===== config.mk =====
export PLATFORM = sky130hd
export DESIGN_NAME = di_master_arbiter
export DESIGN_NICKNAME = d
export VERILOG_FILES = /design/src/rtl/di_arb_pkg.sv /design/src/rtl/di_arb_rr.sv /design/src/rtl/di_master_arbiter.sv
export SDC_FILE = /design/constraint.sdc
export NUM_CORES = 1
export LEC_CHECK = 0
export CAP_MARGIN = 25
export CORE_UTILIZATION = 35
export DETAILED_ROUTE_END_ITERATION = 12
export PLACE_DENSITY_LB_ADDON = 0.2
export SKIP_LAST_GASP = 1
export SYNTH_ARGS = -nofsm -noshare
export SYNTH_HDL_FRONTEND = slang
export SYNTH_SLANG_ARGS = --single-unit
export TNS_END_PERCENT = 10

===== constraint.sdc =====
create_clock -name if_clock -period 5.05 [get_ports if_clock]
set_clock_uncertainty 0.2 [all_clocks]
set_input_delay 1.515 -clock if_clock [delete_from_list [all_inputs] [get_ports if_clock]]
set_output_delay 1.515 -clock if_clock [all_outputs]
set_load 0.02 [all_outputs]

===== src/rtl/di_arb_pkg.sv =====
// di_arb_pkg
//   Shared definitions for the device-interface master arbiter:
//   - arbiter FSM state encoding
//   - default data/address width
//   - master index constants (host path and on-chip sequencer)

package di_arb_pkg;

   localparam int unsigned DW_DEFAULT = 16;

   // Master indices; also used as the value of the last_grant flop.
   localparam logic M_HOST = 1'b0;
   localparam logic M_SEQ  = 1'b1;

   typedef enum logic [2:0] {
      StIdle,
      StSetup,
      StXfer,
      StDrain,
      StDone
   } arb_state_e;

endpackage


===== src/rtl/di_arb_rr.sv =====
// di_arb_rr
//   Two-way round-robin picker. When both masters request, the one that
//   did not win last time is chosen; a single requester always wins.
//
// Ports:
//   req[1:0]    request vector, bit N = master N
//   last_grant  index of the master granted most recently
//   advance     arbiter is able to accept a new grant this cycle
//   gnt_idx     index of the chosen master (meaningful when valid=1)
//   valid       a grant should be issued this cycle

module di_arb_rr
   import di_arb_pkg::*;
(
   input  logic [1:0] req,
   input  logic       last_grant,
   input  logic       advance,
   output logic       gnt_idx,
   output logic       valid
);

   always_comb begin
      valid   = advance & (|req);
      gnt_idx = M_HOST;
      if (req == 2'b11) begin
         gnt_idx = ~last_grant;
      end else if (req[1]) begin
         gnt_idx = M_SEQ;
      end
   end

endmodule


===== src/rtl/di_master_arbiter.sv =====
// di_master_arbiter
//   Shares the single device-interface register bus between the host path
//   (master 0) and the on-chip sequencer (master 1). A master owns the bus
//   for a whole block transaction of len words; per-word strobes are
//   forwarded one per cycle when downstream is ready, read data is returned
//   with a one-cycle rvalid, and each transaction ends with a done pulse
//   (err=1 when aborted by a dropped request or a stalled endpoint).
//
// Ports:
//   if_clock, resetb            clock, asynchronous active-low reset
//   mN_req                      transaction request, held for the whole block
//   mN_rnw/ep_addr/reg_addr/len transaction descriptor, sampled at grant
//   mN_write/mN_wdata           per-word write strobe and data
//   mN_read                     per-word read strobe
//   mN_gnt                      bus granted to master N
//   mN_rdata/mN_rvalid          returned read word and its qualifier
//   mN_done/mN_err              end-of-transaction pulse and abort flag
//   di_*                        downstream register bus

module di_master_arbiter
   import di_arb_pkg::*;
#(
   parameter int unsigned DW             = DW_DEFAULT,
   parameter int unsigned TIMEOUT_CYCLES = 1024
) (
   input  logic          if_clock,
   input  logic          resetb,

   input  logic          m0_req,
   input  logic          m0_rnw,
   input  logic [DW-1:0] m0_ep_addr,
   input  logic [DW-1:0] m0_reg_addr,
   input  logic [DW-1:0] m0_len,
   input  logic          m0_write,
   input  logic [DW-1:0] m0_wdata,
   input  logic          m0_read,
   output logic          m0_gnt,
   output logic [DW-1:0] m0_rdata,
   output logic          m0_rvalid,
   output logic          m0_done,
   output logic          m0_err,

   input  logic          m1_req,
   input  logic          m1_rnw,
   input  logic [DW-1:0] m1_ep_addr,
   input  logic [DW-1:0] m1_reg_addr,
   input  logic [DW-1:0] m1_len,
   input  logic          m1_write,
   input  logic [DW-1:0] m1_wdata,
   input  logic          m1_read,
   output logic          m1_gnt,
   output logic [DW-1:0] m1_rdata,
   output logic          m1_rvalid,
   output logic          m1_done,
   output logic          m1_err,

   output logic [DW-1:0] di_ep_addr,
   output logic [DW-1:0] di_reg_addr,
   output logic [DW-1:0] di_reg_data_in,
   output logic          di_write,
   output logic          di_read,
   input  logic [DW-1:0] di_reg_data_out,
   input  logic          di_wr_ready,
   input  logic          di_rd_ready
);

   // Timeout counter width; a disabled timeout still keeps a 1-bit counter.
   localparam int unsigned TW = (TIMEOUT_CYCLES > 0) ? $clog2(TIMEOUT_CYCLES + 1) : 1;
   localparam logic [TW-1:0] TMO_LIMIT = TW'(TIMEOUT_CYCLES);

   arb_state_e    state_q;
   logic          idx_q;
   logic          last_grant_q;
   logic          rnw_q;
   logic          abort_q;
   logic [1:0]    req_q;
   logic [1:0]    gnt_q;
   logic [1:0]    done_q;
   logic [1:0]    err_q;
   logic [1:0]    rvalid_q;
   logic [DW-1:0] rdata_q [2];
   logic [DW-1:0] ep_q;
   logic [DW-1:0] reg_q;
   logic [DW-1:0] remaining_q;
   logic [DW-1:0] wdata_q;
   logic          di_write_q;
   logic          di_read_q;
   logic [TW-1:0] tmo_q;

   logic [1:0]    req;
   logic [1:0]    eligible;
   logic          rr_idx;
   logic          rr_valid;
   logic          sel_req;
   logic          sel_write;
   logic          sel_read;
   logic [DW-1:0] sel_wdata;
   logic          strobe_ok;
   logic [TW-1:0] tmo_inc;
   logic          tmo_hit;
   logic          xfer_abort;

   assign req = {m1_req, m0_req};

   // Requiring req on two consecutive edges gives the two-cycle grant
   // latency and keeps a master that drops req right after done from
   // being re-granted off a stale sample.
   assign eligible = req & req_q;

   di_arb_rr u_rr (
      .req        (eligible),
      .last_grant (last_grant_q),
      .advance    (state_q == StIdle),
      .gnt_idx    (rr_idx),
      .valid      (rr_valid)
   );

   // Only the granted master's controls are ever looked at.
   assign sel_req   = (idx_q == M_SEQ) ? m1_req   : m0_req;
   assign sel_write = (idx_q == M_SEQ) ? m1_write : m0_write;
   assign sel_read  = (idx_q == M_SEQ) ? m1_read  : m0_read;
   assign sel_wdata = (idx_q == M_SEQ) ? m1_wdata : m0_wdata;

   always_comb begin
      strobe_ok = 1'b0;
      if ((state_q == StXfer) && sel_req && (remaining_q != '0)) begin
         strobe_ok = rnw_q ? (sel_read && di_rd_ready) : (sel_write && di_wr_ready);
      end
   end

   // Saturating increment; the abort fires on the cycle the count reaches the limit.
   assign tmo_inc    = (tmo_q == '1) ? tmo_q : tmo_q + TW'(1);
   assign tmo_hit    = (TIMEOUT_CYCLES != 0) && (tmo_inc == TMO_LIMIT);
   assign xfer_abort = !sel_req || ((remaining_q != '0) && !strobe_ok && tmo_hit);

   always_ff @(posedge if_clock or negedge resetb) begin
      if (!resetb) begin
         state_q      <= StIdle;
         idx_q        <= M_HOST;
         last_grant_q <= M_SEQ;
         rnw_q        <= 1'b0;
         abort_q      <= 1'b0;
         req_q        <= '0;
         gnt_q        <= '0;
         done_q       <= '0;
         err_q        <= '0;
         rvalid_q     <= '0;
         rdata_q[0]   <= '0;
         rdata_q[1]   <= '0;
         ep_q         <= '0;
         reg_q        <= '0;
         remaining_q  <= '0;
         wdata_q      <= '0;
         di_write_q   <= 1'b0;
         di_read_q    <= 1'b0;
         tmo_q        <= '0;
      end else begin
         req_q      <= req;
         di_write_q <= 1'b0;
         di_read_q  <= 1'b0;
         rvalid_q   <= '0;
         done_q     <= '0;
         err_q      <= '0;

         // Read data is returned the cycle after each downstream read strobe.
         if (di_read_q) begin
            rdata_q[idx_q]  <= di_reg_data_out;
            rvalid_q[idx_q] <= 1'b1;
         end

         case (state_q)
            StIdle: begin
               if (rr_valid) begin
                  idx_q        <= rr_idx;
                  last_grant_q <= rr_idx;
                  rnw_q        <= (rr_idx == M_SEQ) ? m1_rnw      : m0_rnw;
                  ep_q         <= (rr_idx == M_SEQ) ? m1_ep_addr  : m0_ep_addr;
                  reg_q        <= (rr_idx == M_SEQ) ? m1_reg_addr : m0_reg_addr;
                  remaining_q  <= (rr_idx == M_SEQ) ? m1_len      : m0_len;
                  gnt_q        <= (rr_idx == M_SEQ) ? 2'b10 : 2'b01;
                  abort_q      <= 1'b0;
                  tmo_q        <= '0;
                  state_q      <= StSetup;
               end
            end

            StSetup: begin
               if (!sel_req) begin
                  done_q[idx_q] <= 1'b1;
                  err_q[idx_q]  <= 1'b1;
                  state_q       <= StDone;
               end else if (remaining_q == '0) begin
                  done_q[idx_q] <= 1'b1;
                  state_q       <= StDone;
               end else begin
                  state_q <= StXfer;
               end
            end

            StXfer: begin
               if (xfer_abort) begin
                  // A read issued last cycle still owes its rvalid.
                  abort_q <= 1'b1;
                  if (di_read_q) begin
                     state_q <= StDrain;
                  end else begin
                     done_q[idx_q] <= 1'b1;
                     err_q[idx_q]  <= 1'b1;
                     state_q       <= StDone;
                  end
               end else if (remaining_q == '0) begin
                  if (rnw_q) begin
                     state_q <= StDrain;
                  end else begin
                     done_q[idx_q] <= 1'b1;
                     state_q       <= StDone;
                  end
               end else if (strobe_ok) begin
                  di_write_q  <= !rnw_q;
                  di_read_q   <= rnw_q;
                  if (!rnw_q) begin
                     wdata_q <= sel_wdata;
                  end
                  remaining_q <= remaining_q - DW'(1);
                  tmo_q       <= '0;
               end else begin
                  tmo_q <= tmo_inc;
               end
            end

            StDrain: begin
               done_q[idx_q] <= 1'b1;
               err_q[idx_q]  <= abort_q;
               state_q       <= StDone;
            end

            StDone: begin
               gnt_q   <= '0;
               state_q <= StIdle;
            end

            default: begin
               gnt_q   <= '0;
               state_q <= StIdle;
            end
         endcase
      end
   end

   assign m0_gnt    = gnt_q[0];
   assign m1_gnt    = gnt_q[1];
   assign m0_rdata  = rdata_q[0];
   assign m1_rdata  = rdata_q[1];
   assign m0_rvalid = rvalid_q[0];
   assign m1_rvalid = rvalid_q[1];
   assign m0_done   = done_q[0];
   assign m1_done   = done_q[1];
   assign m0_err    = err_q[0];
   assign m1_err    = err_q[1];

   assign di_ep_addr     = ep_q;
   assign di_reg_addr    = reg_q;
   assign di_reg_data_in = wdata_q;
   assign di_write       = di_write_q;
   assign di_read        = di_read_q;

endmodule


==> impl_results.md, run 1 <==
- CP max-delay cell: clkdlybuf4s50_1
- R2R Setup Slk: ~1.9 ns
- CTS tree: done
- Rows: between 40 and 50
- Drt pass-1 iters: 7
- H-tree levels: 4
- Setup Viol. Count Final: 0
- GR Overflow Total: 0
- Pin count of the biggest net entering global routing: 71
- Hold path startpoint: di_reg_addr[2]$_DFFE_PN0P_
- Share of the synthesized area in the top cell type: 0.509
- Placer Congestion: approximately 0.81
- Chip height: 135 um
- Fin. max-slew vios: 0
- Antenna violations before repair: 0
- Startpoint types: input pin
- Critical path, cell by cell: clkdlybuf4s50_1 > mux2i_1 > a41o_1 > or3_4 > o21a_2 > a21oi_2 > nor2_1 > or4_1 > a21oi_1
- Root buf cell: clkbuf_16
- Synth Instances: 598
- Synth area leaders: dfrtp_1, mux2i_1, mux2_2
- Critical path arrival: roughly 4.2 ns
- Post-CTS Resized: 0
- Hold Path End: di_reg_addr[2]$_DFFE_PN0P_
- Met2 WL post-DR: 8.95 mm
- Ys Warns: 0
- Num CTS Buffers: 17
- Die W: 135 um
- Max layer used: met4
- CTS Sinks: ~130
- HP Class: reg2reg
- Latest clock arrival within the worst-skew pair: 0.42 ns
- Hold buffers post-CTS: 0
- Post-CTS Setup Repair Bufs: 0
- Core Region: 0.0172 sq mm
- Critical Path Max Stage Delay: 0.59 ns
- Fin area: 0.00942 sq mm
- Post-synthesis sequential area ratio: 0.513
- Syn Nets: ~760
- Routed len/inst: 16.5 um
- Share of layout cells above drive strength 1: 0.111
- Top_reg_cell synth: dfrtp_1
- Ant. Diodes: 0
- WL final: 17.7 mm
- Global-route usage over all layers: 0.203
- Initial Util: 0.357
- EDFF count, synth: 0
- Critical R2R Capture: remaining_q[15]$_DFFE_PN0P_
- Fin crit period: 4.06 ns
- IO Pins: 246
- Worst R2R Path Depth: 7
- Worst setup EP type: flip-flop
- Tot Pwr: 4890 uW
- Worst R2R Start: remaining_q[3]$_DFFE_PN0P_
- Synthesized area per cell: 10.3 sq um
- Met3 WL post-DR: approximately 1.1 mm
- Number of port buffers: 245
- Hold path cells: 2
- Unrepaired setup endpoints after global routing: no
- Vias in the first global route: 5,635
- Critical path class: in2reg
- Global-route wire length before repair: 28.5 mm
- Synth Register Bits: 126
- Starting DRC count in detailed routing: 302
- Antenna-violating nets left: 0
- Leak: 0.00411 uW
- Pwr dens: about 520 mW/mm^2
- Setup_tns: 0 ns
- Worst VDD drop: 287 uV
- Area growth from synthesis to layout: 53.2%
- Dpl cell area: 0.00884 sq mm
- Post-DP HPWL: 13.1 mm
- Least-Margin Pin Slew: roughly 0.86 ns
- Routed via count: 5,492
- Slew margin rel.: 0.422
- Via/cell ratio: 5.12
- Reg clk slew, reported paths: 0.06 ns
- CP max FO: 5
- Data required, critical path: 5.17 ns
- Outcome: complete, no violations
- # fillers: 1,504
- Final #Nets: 994
- Met1 Wirelength: between 7 and 8 mm
- Fmax: 246 MHz
- Final worst path period share: 0.804
- DRC: 0
- Largest buffer count on any clock path: 2
- Max_cap viols: 0
- Yosys cell types: between 50 and 60
- Async SR Flop Fraction: 1.00
- Area leader, netlist: dfrtp_1
- Die footprint: between 0.015 and 0.02 sq mm
- Hold Vio Cnt, Final: 0
- Mapped Area: 0.00615 sq mm
==> cell usage after synthesis (7+ instances only) <==
cell type	number
a21oi_1	40
clkbuf_1	27
dfrtp_1	125
inv_1	12
mux2_2	37
mux2i_1	66
nand2_1	68
nand3_1	7
nand4_1	8
nor2_1	45
nor2b_1	7
nor3_1	11
o21ai_0	57
==> layout make-up <==
type | instances | area, sq um | area share
clock inverter | 13 | 140 | 0.0149
clock buffer | 18 | 439 | 0.0466
tap | 225 | 282 | 0.0299
inverter | 13 | 48.8 | 0.00518
sequential | 126 | 3150 | 0.335
multi-input combinational | 423 | 2820 | 0.300
timing repair buffer | 254 | 2530 | 0.269
==> worst max-delay path: cells and delay by family <==
kind	cells	cell delay, ns
and+or+nand+nor	3	1.05
AOI/OAI and AO/OA	4	0.84
buffers and inverters	1	0.59
muxes	1	0.17
==> cells in the final DEF (no fill, tap or decap), types with 4 or more instances in the layout <==
cell,count
clkbuf_16,17
a31oi_1,4
nor3_1,10
o21ai_0,57
dfrtp_1,125
mux2_2,37
mux2i_1,66
nand2_1,68
or3_1,6
a21oi_1,40
clkinvlp_4,4
inv_1,12
o22ai_1,6
nand4_1,8
buf_4,9
nor2_1,44
nand3_1,6
clkdlybuf4s50_1,244
nor2b_1,7
==> state kept, by name, summed over array words and instances, names as in the netlist, 2 cells and up <==
signal / cells
di_reg_addr: 16
gnt_q: 2
m1_rdata: 16
req_q: 2
di_reg_data_in: 16
m0_rdata: 16
state_q: 3
done_q: 2
rvalid_q: 2
remaining_q: 16
tmo_q: 11
di_ep_addr: 16
err_q: 2
==> metal layers <==
| metal | track usage | vias to the layer above |
|---|---|---|
| li1 | - | 2624 |
| met1 | 0.246 | 2626 |
| met2 | 0.346 | 218 |
| met3 | 0.0571 | 24 |
| met4 | 0.0712 | 0 |
| met5 | 0 | - |
==> worst max-delay path by stage <==
| stage | start | endpoint | slack, ns | cells after the start |
|---|---|---|---|---|
| after floorplan | m1_req | tmo_q[7]$_DFFE_PN0P_ | 1.51 | 8 |
| after global placement | m1_req | tmo_q[9]$_DFFE_PN0P_ | 0.67 | 9 |
| after detailed placement | m1_req | tmo_q[7]$_DFFE_PN0P_ | 0.54 | 9 |
| after CTS | m1_req | tmo_q[7]$_DFFE_PN0P_ | 0.99 | 9 |
| after global routing | m1_req | tmo_q[7]$_DFFE_PN0P_ | 0.85 | 9 |
| final | m1_req | tmo_q[7]$_DFFE_PN0P_ | 0.99 | 9 |
==> power by group <==
part	switching, uW	total [uW]	internal (uW)	leakage, uW
Sequential	290	1670	1380	0.00159
Clock	457	1190	738	0.000275
Combinational	1080	2020	943	0.00224
==> per-stage QoR <==
| step | setup WS, ns | cells | hold WS (ns) | utilization |
|---|---|---|---|---|
| detailed placement | 0.538 | 1041 | 0.271 | 0.513 |
| CTS | 0.992 | 1072 | 0.284 | 0.546 |
| finish | 0.992 | 1072 | 0.276 | 0.546 |
| global route | 0.853 | 1072 | 0.305 | 0.546 |
| global placement | 0.671 | 1041 | 0.262 | 0.513 |
| floorplan | 1.51 | 598 | 0.250 | - |
==> cell families (layout without fill, tap and decap cells) <==
| group | Yosys count | after routing | synth area share |
|---|---|---|---|
| AND/OR/NAND/NOR | 173 | 173 | 0.131 |
| multiplexers | 103 | 103 | 0.175 |
| XOR/XNOR | 3 | 3 | 0.00428 |
| buffers and inverters | 49 | 298 | 0.0311 |
| adder cells (fa/ha/maj) | 3 | 3 | 0.00611 |
| flip-flops | 126 | 126 | 0.513 |
| AO/OA/AOI/OAI | 141 | 141 | 0.139 |
No activity file was read; power rests on OpenSTA's default activity.
==> inputs of run 2 (changes only) <==
==> constraint.sdc (replaced) <==
create_clock -name if_clock -period 3.8 [get_ports if_clock]
set_clock_uncertainty 0.2 [all_clocks]
set_input_delay 1.14 -clock if_clock [delete_from_list [all_inputs] [get_ports if_clock]]
set_output_delay 1.14 -clock if_clock [all_outputs]
set_load 0.02 [all_outputs]
==> run 2 against run 1 <==
Net effect:
- combinational power increased by 37%
- global-route usage about the same
- final cell count increased by 1.7%
- critical path depth unchanged
- clock power increased by 45%
- sequential power increased by 33%
- final area increased by 2.4%
- clock-buffer cell count decreased by 1
- critical endpoint unchanged
- largest cell class unchanged
- largest power group unchanged
==> impl_results.md, run 2 (synthesized netlist as in run 1, its figures left out) <==
- Worst R2R Path Depth: 9 (was 7)
- Global-route wire length before repair: 28.6 mm (was 28.5 mm)
- Fin crit period: 3.32 ns
- Core Region: 0.0172 sq mm (unchanged)
- Multi-input gate area: 0.00282 sq mm (unchanged)
- Pwr dens: 697 mW/mm^2 (was 519 mW/mm^2)
- Final worst path period share: 0.874
- Initial Util: 0.357 (unchanged)
- Most common cell after layout, fill and taps aside: clkdlybuf4s50_1 (unchanged)
- Chip height: 135 um (unchanged)
- H-tree levels: 4 (unchanged)
- Share of layout cells above drive strength 1: 0.129 (was 0.111)
- Hold path cells: 2 (unchanged)
- GR Overflow Total: 0 (unchanged)
- Tot Pwr: 6720 uW (was 4890 uW)
- CTS Sinks: 126 (unchanged)
- Num CTS Buffers: 17 (unchanged)
- CTS tree: done (unchanged)
- Setup Viol. Count Final: 0 (unchanged)
- Fmax: about 300 MHz
- Die footprint: 0.0181 sq mm (unchanged)
- Pin count of the biggest net entering global routing: 72 (was 71)
- Post-CTS Resized: 0 (unchanged)
- Fin. max-slew vios: 0 (unchanged)
- Worst VDD drop: 457 uV (was 287 uV)
- Ant. Diodes: 0 (unchanged)
- FF+latch area: 0.00315 sq mm (unchanged)
- Vias in the first global route: 5,644 (was 5,635)
- Critical path arrival: 3.46 ns (was 4.18 ns)
- Number of port buffers: 245 (unchanged)
- Global-route usage over all layers: 0.203 (about the same)
- Fin area: 0.00964 sq mm (was 0.00942 sq mm)
- Data required, critical path: 3.94 ns (was 5.17 ns)
- Routed len/inst: 16.3 um (was 16.5 um)
- Largest buffer count on any clock path: 2 (unchanged)
- Hold buffers post-CTS: 0 (unchanged)
- Worst setup EP type: flip-flop (unchanged)
- Antenna violations before repair: 0 (unchanged)
- Post-CTS Setup Repair Bufs: 0 (unchanged)
- Antenna-violating nets left: 0 (unchanged)
- Routed via count: 5,522 (was 5,492)
- Most frequent cells in the layout: clkdlybuf4s50_1, dfrtp_1, nand2_1, mux2i_1, o21ai_0 (unchanged)
- Dpl cell area: 0.00901 sq mm (was 0.00884 sq mm)
- Reg clk slew, reported paths: 0.06 ns (about the same)
- Drt pass-1 iters: 4 (was 7)
- Latest clock arrival within the worst-skew pair: 0.41 ns (was 0.42 ns)
- Die W: 135 um (unchanged)
- Starting DRC count in detailed routing: 320 (was 302)
- Outcome: complete, no violations (unchanged)
- Root buf cell: clkbuf_16 (unchanged)
- Hold Vio Cnt, Final: 0 (unchanged)
- Startpoint types: input pin (unchanged)
- Final #Nets: 1,012 (was 994)
- Rows: 48 (unchanged)
- IO Pins: 246 (unchanged)
- # fillers: 1,426 (was 1,504)
- HP Class: reg2reg (unchanged)
- Post-DP HPWL: 13.4 mm (was 13.1 mm)
- Critical path class: in2reg (unchanged)
- Least-Margin Pin Slew: 0.786 ns (was 0.858 ns)
- Unrepaired setup endpoints after global routing: no (unchanged)
- Placer Congestion: 0.799 (was 0.812)
- Slew margin rel.: 0.474 (was 0.422)
- Area growth from synthesis to layout: 56.8% (was 53.2%)
- Leak: 0.00424 uW (was 0.00411 uW)
- Setup_tns: 0 ns (unchanged)
- Max_cap viols: 0 (unchanged)
- CP max FO: 3 (was 5)
- Via/cell ratio: 5.07 (was 5.12)
- WL final: 17.7 mm (about the same)
- DRC: 0 (unchanged)
## run 2: cell types whose count changed in the layout (fill, tap and decap cells not counted)
| cell | change |
|---|---|
| inv_6 | +3 |
| clkbuf_8 | -1 |
| clkinvlp_4 | -3 |
| clkinv_2 | -2 |
| buf_12 | +3 |
| buf_4 | +15 |
| bufinv_16 | +2 |
| clkinv_4 | +1 |
## run 2: area by class of cell
cell class,count,area share
well taps,225,0.0292
multi-input cells,423,0.293
flip-flops and latches,126,0.327
repair buffers,272,0.280
clock buffers,17,0.0441
clock inverters,14,0.0210
inverters,13,0.00506
## run 2: power by group
part	total [uW]	switching (uW)	internal [uW]
Sequential	2220	389	1830
Combinational	2770	1440	1330
Clock	1730	625	1110
Total	6720	2450	4270
## run 2: path summary, 6_finish.rpt
check,startpoint,end,slack [ns]
max reg2reg,tmo_q[0]$_DFFE_PN0P_,tmo_q[2]$_DFFE_PN0P_,0.60
max,m1_req,tmo_q[7]$_DFFE_PN0P_,0.48
min,di_ep_addr[11]$_DFFE_PN0P_,di_ep_addr[11]$_DFFE_PN0P_,0.28
min reg2reg,di_ep_addr[11]$_DFFE_PN0P_,di_ep_addr[11]$_DFFE_PN0P_,0.28
min in group asynchronous,resetb,m1_rdata[6]$_DFFE_PN0P_,0.59
max in group asynchronous,resetb,di_reg_addr[15]$_DFFE_PN0P_,2.01
## run 2: layer usage
layer | routed length, um | up-vias | GRT usage
met1 | 7360 | 2654 | 0.245
met4 | 284 | 0 | 0.0668
met3 | 1070 | 24 | 0.0559
met2 | 9000 | 194 | 0.350
li1 | - | 2650 | -
met5 | 0 | - | 0
## run 2: stage by stage
step | setup slack (ns) | std cells | utilization | hold slack [ns]
detailed placement | 0.0822 | 1059 | 0.523 | 0.270
CTS | 0.513 | 1090 | 0.559 | 0.283
floorplan | 0.636 | 598 | - | 0.250
global route | 0.399 | 1090 | 0.559 | 0.305
finish | 0.480 | 1090 | 0.559 | 0.275
global placement | 0.0810 | 1059 | 0.523 | 0.263
## run 2: worst max-delay path, stage by stage
cell,delay (ns)
clkdlybuf4s50_1,0.48
mux2i_1,0.13
a41o_1,0.26
or3_4,0.39
o21a_2,0.16
a21oi_2,0.19
nor2_1,0.08
or4_1,0.49
a21oi_1,0.14
==> inputs of run 3 (changes only) <==
--- a/config.mk
+++ b/config.mk
@@ -5,8 +5,9 @@
 export SDC_FILE = /design/constraint.sdc
 export NUM_CORES = 1
 export LEC_CHECK = 0
+export ABC_AREA = 1
 export CAP_MARGIN = 25
-export CORE_UTILIZATION = 35
+export CORE_UTILIZATION = 40
 export DETAILED_ROUTE_END_ITERATION = 12
 export PLACE_DENSITY_LB_ADDON = 0.2
 export SKIP_LAST_GASP = 1
==> constraint.sdc (replaced) <==
create_clock -name if_clock -period 2.9 [get_ports if_clock]
set_clock_uncertainty 0.2 [all_clocks]
set_input_delay 0.87 -clock if_clock [delete_from_list [all_inputs] [get_ports if_clock]]
set_output_delay 0.87 -clock if_clock [all_outputs]
set_load 0.02 [all_outputs]
==> run 3 against run 2 <==
Net effect:
- worst hold slack got worse by 0.19 ns
- synthesized cell count is 37% higher
- clock-buffer cell count unchanged
- die area down 9.6%
- final area increased by 1.7%
- final cell count rose by 20%
- via count up 13%
- critical endpoint is now di_read
- total power up 36%
==> impl_results.md, run 3 <==
- Critical path class: reg2out (was in2reg)
- Syn Nets: 981 (was 757)
- Final worst path period share: 0.928
- Yosys cell types: 34 (was 59)
- CP max FO: 6 (was 3)
- Startpoint types: flip-flop (was input pin)
- Die footprint: 0.0164 sq mm (was 0.0181 sq mm)
- Most frequent cells in the layout: clkdlybuf4s50_1, nand2_1, nor2_1, dfrtp_1, o21ai_0 (was clkdlybuf4s50_1, dfrtp_1, nand2_1, mux2i_1, o21ai_0)
- Latest clock arrival within the worst-skew pair: 0.42 ns (was 0.41 ns)
- FF+latch area: 0.00316 sq mm (was 0.00315 sq mm)
- Least-Margin Pin Slew: 0.936 ns (was 0.786 ns)
- Routed len/inst: 13.9 um (was 16.3 um)
- Placer Congestion: 0.857 (was 0.799)
- Post-CTS Setup Repair Bufs: 0 (unchanged)
- HP Class: in2async (was reg2reg)
- Initial Util: 0.414 (was 0.357)
- Fin. max-slew vios: 0 (unchanged)
- Rows: 45 (was 48)
- Setup_tns: 0 ns (unchanged)
- Async SR Flop Fraction: 1.00 (unchanged)
- Post-DP HPWL: 13.6 mm (was 13.4 mm)
- EDFF count, synth: 0 (unchanged)
- Synth Instances: 822 (was 598)
- Fmax: 372 MHz
- Ys Warns: 0 (unchanged)
- Hold Vio Cnt, Final: 0 (unchanged)
- WL final: 18.2 mm (was 17.7 mm)
- Max_cap viols: 0 (unchanged)
- Antenna-violating nets left: 0 (unchanged)
- Critical Path Max Stage Delay: 0.71 ns (was 0.49 ns)
- Slew margin rel.: 0.374 (was 0.474)
- Setup Viol. Count Final: 0 (unchanged)
- H-tree levels: 4 (unchanged)
- Pin count of the biggest net entering global routing: 55 (was 72)
- Critical path, cell by cell: clkdlybuf4s50_1 (was clkdlybuf4s50_1 > mux2i_1 > a41o_1 > or3_4 > o21a_2 > a21oi_2 > nor2_1 > or4_1 > a21oi_1)
- DRC: 0 (unchanged)
- Vias in the first global route: 6,155 (was 5,644)
- Area leader, netlist: dfrtp_1 (unchanged)
- Dpl ws: -0.102 ns (was 0.0822 ns)
- Number of port buffers: 245 (unchanged)
- Root buf cell: clkbuf_16 (unchanged)
- Most common cell after layout, fill and taps aside: clkdlybuf4s50_1 (unchanged)
- # fillers: 1,384 (was 1,426)
- Global-route wire length before repair: 30.0 mm (was 28.6 mm)
- Area growth from synthesis to layout: 54.6% (was 56.8%)
- Synthesized area per cell: 7.71 sq um (was 10.3 sq um)
- Core Region: 0.0153 sq mm (was 0.0172 sq mm)
- Chip height: 128 um (was 135 um)
- Routed via count: 6,228 (was 5,522)
- Ant. Diodes: 0 (unchanged)
- Most numerous cell in the Yosys netlist: nand2_1 (was dfrtp_1)
- Leak: 0.00450 uW (was 0.00424 uW)
- Largest buffer count on any clock path: 2 (unchanged)
- Pwr dens: 934 mW/mm^2 (was 697 mW/mm^2)
- CP max-delay cell: clkdlybuf4s50_1 (was or4_1)
- Final #Nets: 1,244 (was 1,012)
- Global-route usage over all layers: 0.235 (was 0.203)
- Num CTS Buffers: 17 (unchanged)
- Antenna violations before repair: 0 (unchanged)
- Synth Register Bits: 126 (unchanged)
- Worst setup EP type: output port (was flip-flop)
- Multi-input gate area: 0.00273 sq mm (was 0.00282 sq mm)
- Delay-heaviest family, CP: buffers and inverters (was simple AND/OR/NAND/NOR gates)
- Drt pass-1 iters: 4 (unchanged)
- Unrepaired setup endpoints after global routing: no (unchanged)
- Critical path arrival: 1.62 ns (was 3.46 ns)
- Worst VDD drop: 515 uV (was 457 uV)
- Hold buffers post-CTS: 0 (unchanged)
- Outcome: complete, no violations (unchanged)
- Synth area leaders: dfrtp_1, nand2_1, nor2_1 (was dfrtp_1, mux2i_1, mux2_2)
- Die W: 128 um (was 135 um)
- GR Overflow Total: 0 (unchanged)
- Reg clk slew, reported paths: 0.06 ns (about the same)
- Top_reg_cell synth: dfrtp_1 (unchanged)
- Data required, critical path: 1.83 ns (was 3.94 ns)
- Post-synthesis sequential area ratio: 0.498 (was 0.513)
- Starting DRC count in detailed routing: 267 (was 320)
- IO Pins: 246 (unchanged)
- Share of the synthesized area in the top cell type: 0.494 (was 0.509)
- Via/cell ratio: 4.76 (was 5.07)
- Critical path buffers and inverters: 1 (unchanged)
- Fin crit period: approximately 2.7 ns
- Final WS setup: 0.210 ns (was 0.480 ns)
- Commonest cells in the netlist: nand2_1, nor2_1, dfrtp_1 (was dfrtp_1, nand2_1, mux2i_1)
- Post-CTS Resized: 0 (unchanged)
- Mapped Area: 0.00634 sq mm (was 0.00615 sq mm)
- CTS tree: done (unchanged)
- Share of layout cells above drive strength 1: 0.0783 (was 0.129)
- CTS Sinks: 126 (unchanged)
==> run 3: power by group <==
group	switching, uW	internal, uW	leakage, uW
Combinational	2170	1890	0.00271
Clock	865	1300	0.000297
Sequential	483	2450	0.00148
==> run 3: layout make-up <==
cell class                      instances  area share
Clock buffer                           17      0.0434
Clock inverter                         15      0.0179
Inverter                               72      0.0276
Multi-Input combinational cell        589       0.279
Sequential cell                       126       0.322
Tap cell                              211      0.0269
Timing Repair Buffer                  279       0.284
==> run 3: logic make-up (layout without fill, tap and decap cells) <==
logic type / after synthesis / after routing / synth area share
simple gates: 436 / 436 / 0.288
compound gates: 140 / 140 / 0.123
flops: 126 / 126 / 0.498
buf+inv: 107 / 383 / 0.0715
xor+xnor: 10 / 10 / 0.0138
fa+ha+maj: 3 / 3 / 0.00592
==> run 3: per-stage QoR <==
step	hold WS, ns	cells	total power (uW)	area [sq um]	util
global placement	0.255	1277	6990	9200	0.601
finish	0.0873	1309	9150	9800	0.640
CTS	0.0690	1309	9240	9800	0.640
floorplan	0.248	822	5120	6340	-
detailed placement	0.266	1277	7040	9200	0.601
global route	0.0738	1309	9770	9800	0.640
==> run 3: layer usage <==
layer  share of wire  vias up  track usage
met2            0.49      158        0.389
met5               0        -            0
met1            0.43     2866        0.290
met4           0.017        0       0.0727
met3           0.069       19       0.0785
li1                -     3185            -
==> run 3: path summary, 6_finish.rpt <==
kind,start,end,slack [ns],cells after the start
hold / removal,resetb,remaining_q[4]$_DFFE_PN0P_,0.09,1
hold reg to reg,last_grant_q$_DFFE_PN1P_,last_grant_q$_DFFE_PN1P_,0.27,2
setup / recovery,di_read$_DFF_PN0_,di_read,0.21,1
min in group if_clock,last_grant_q$_DFFE_PN1P_,last_grant_q$_DFFE_PN1P_,0.27,2
setup reg to reg,tmo_q[0]$_DFFE_PN0P_,remaining_q[7]$_DFFE_PN0P_,0.32,15
max in group asynchronous,resetb,tmo_q[0]$_DFFE_PN0P_,1.79,2
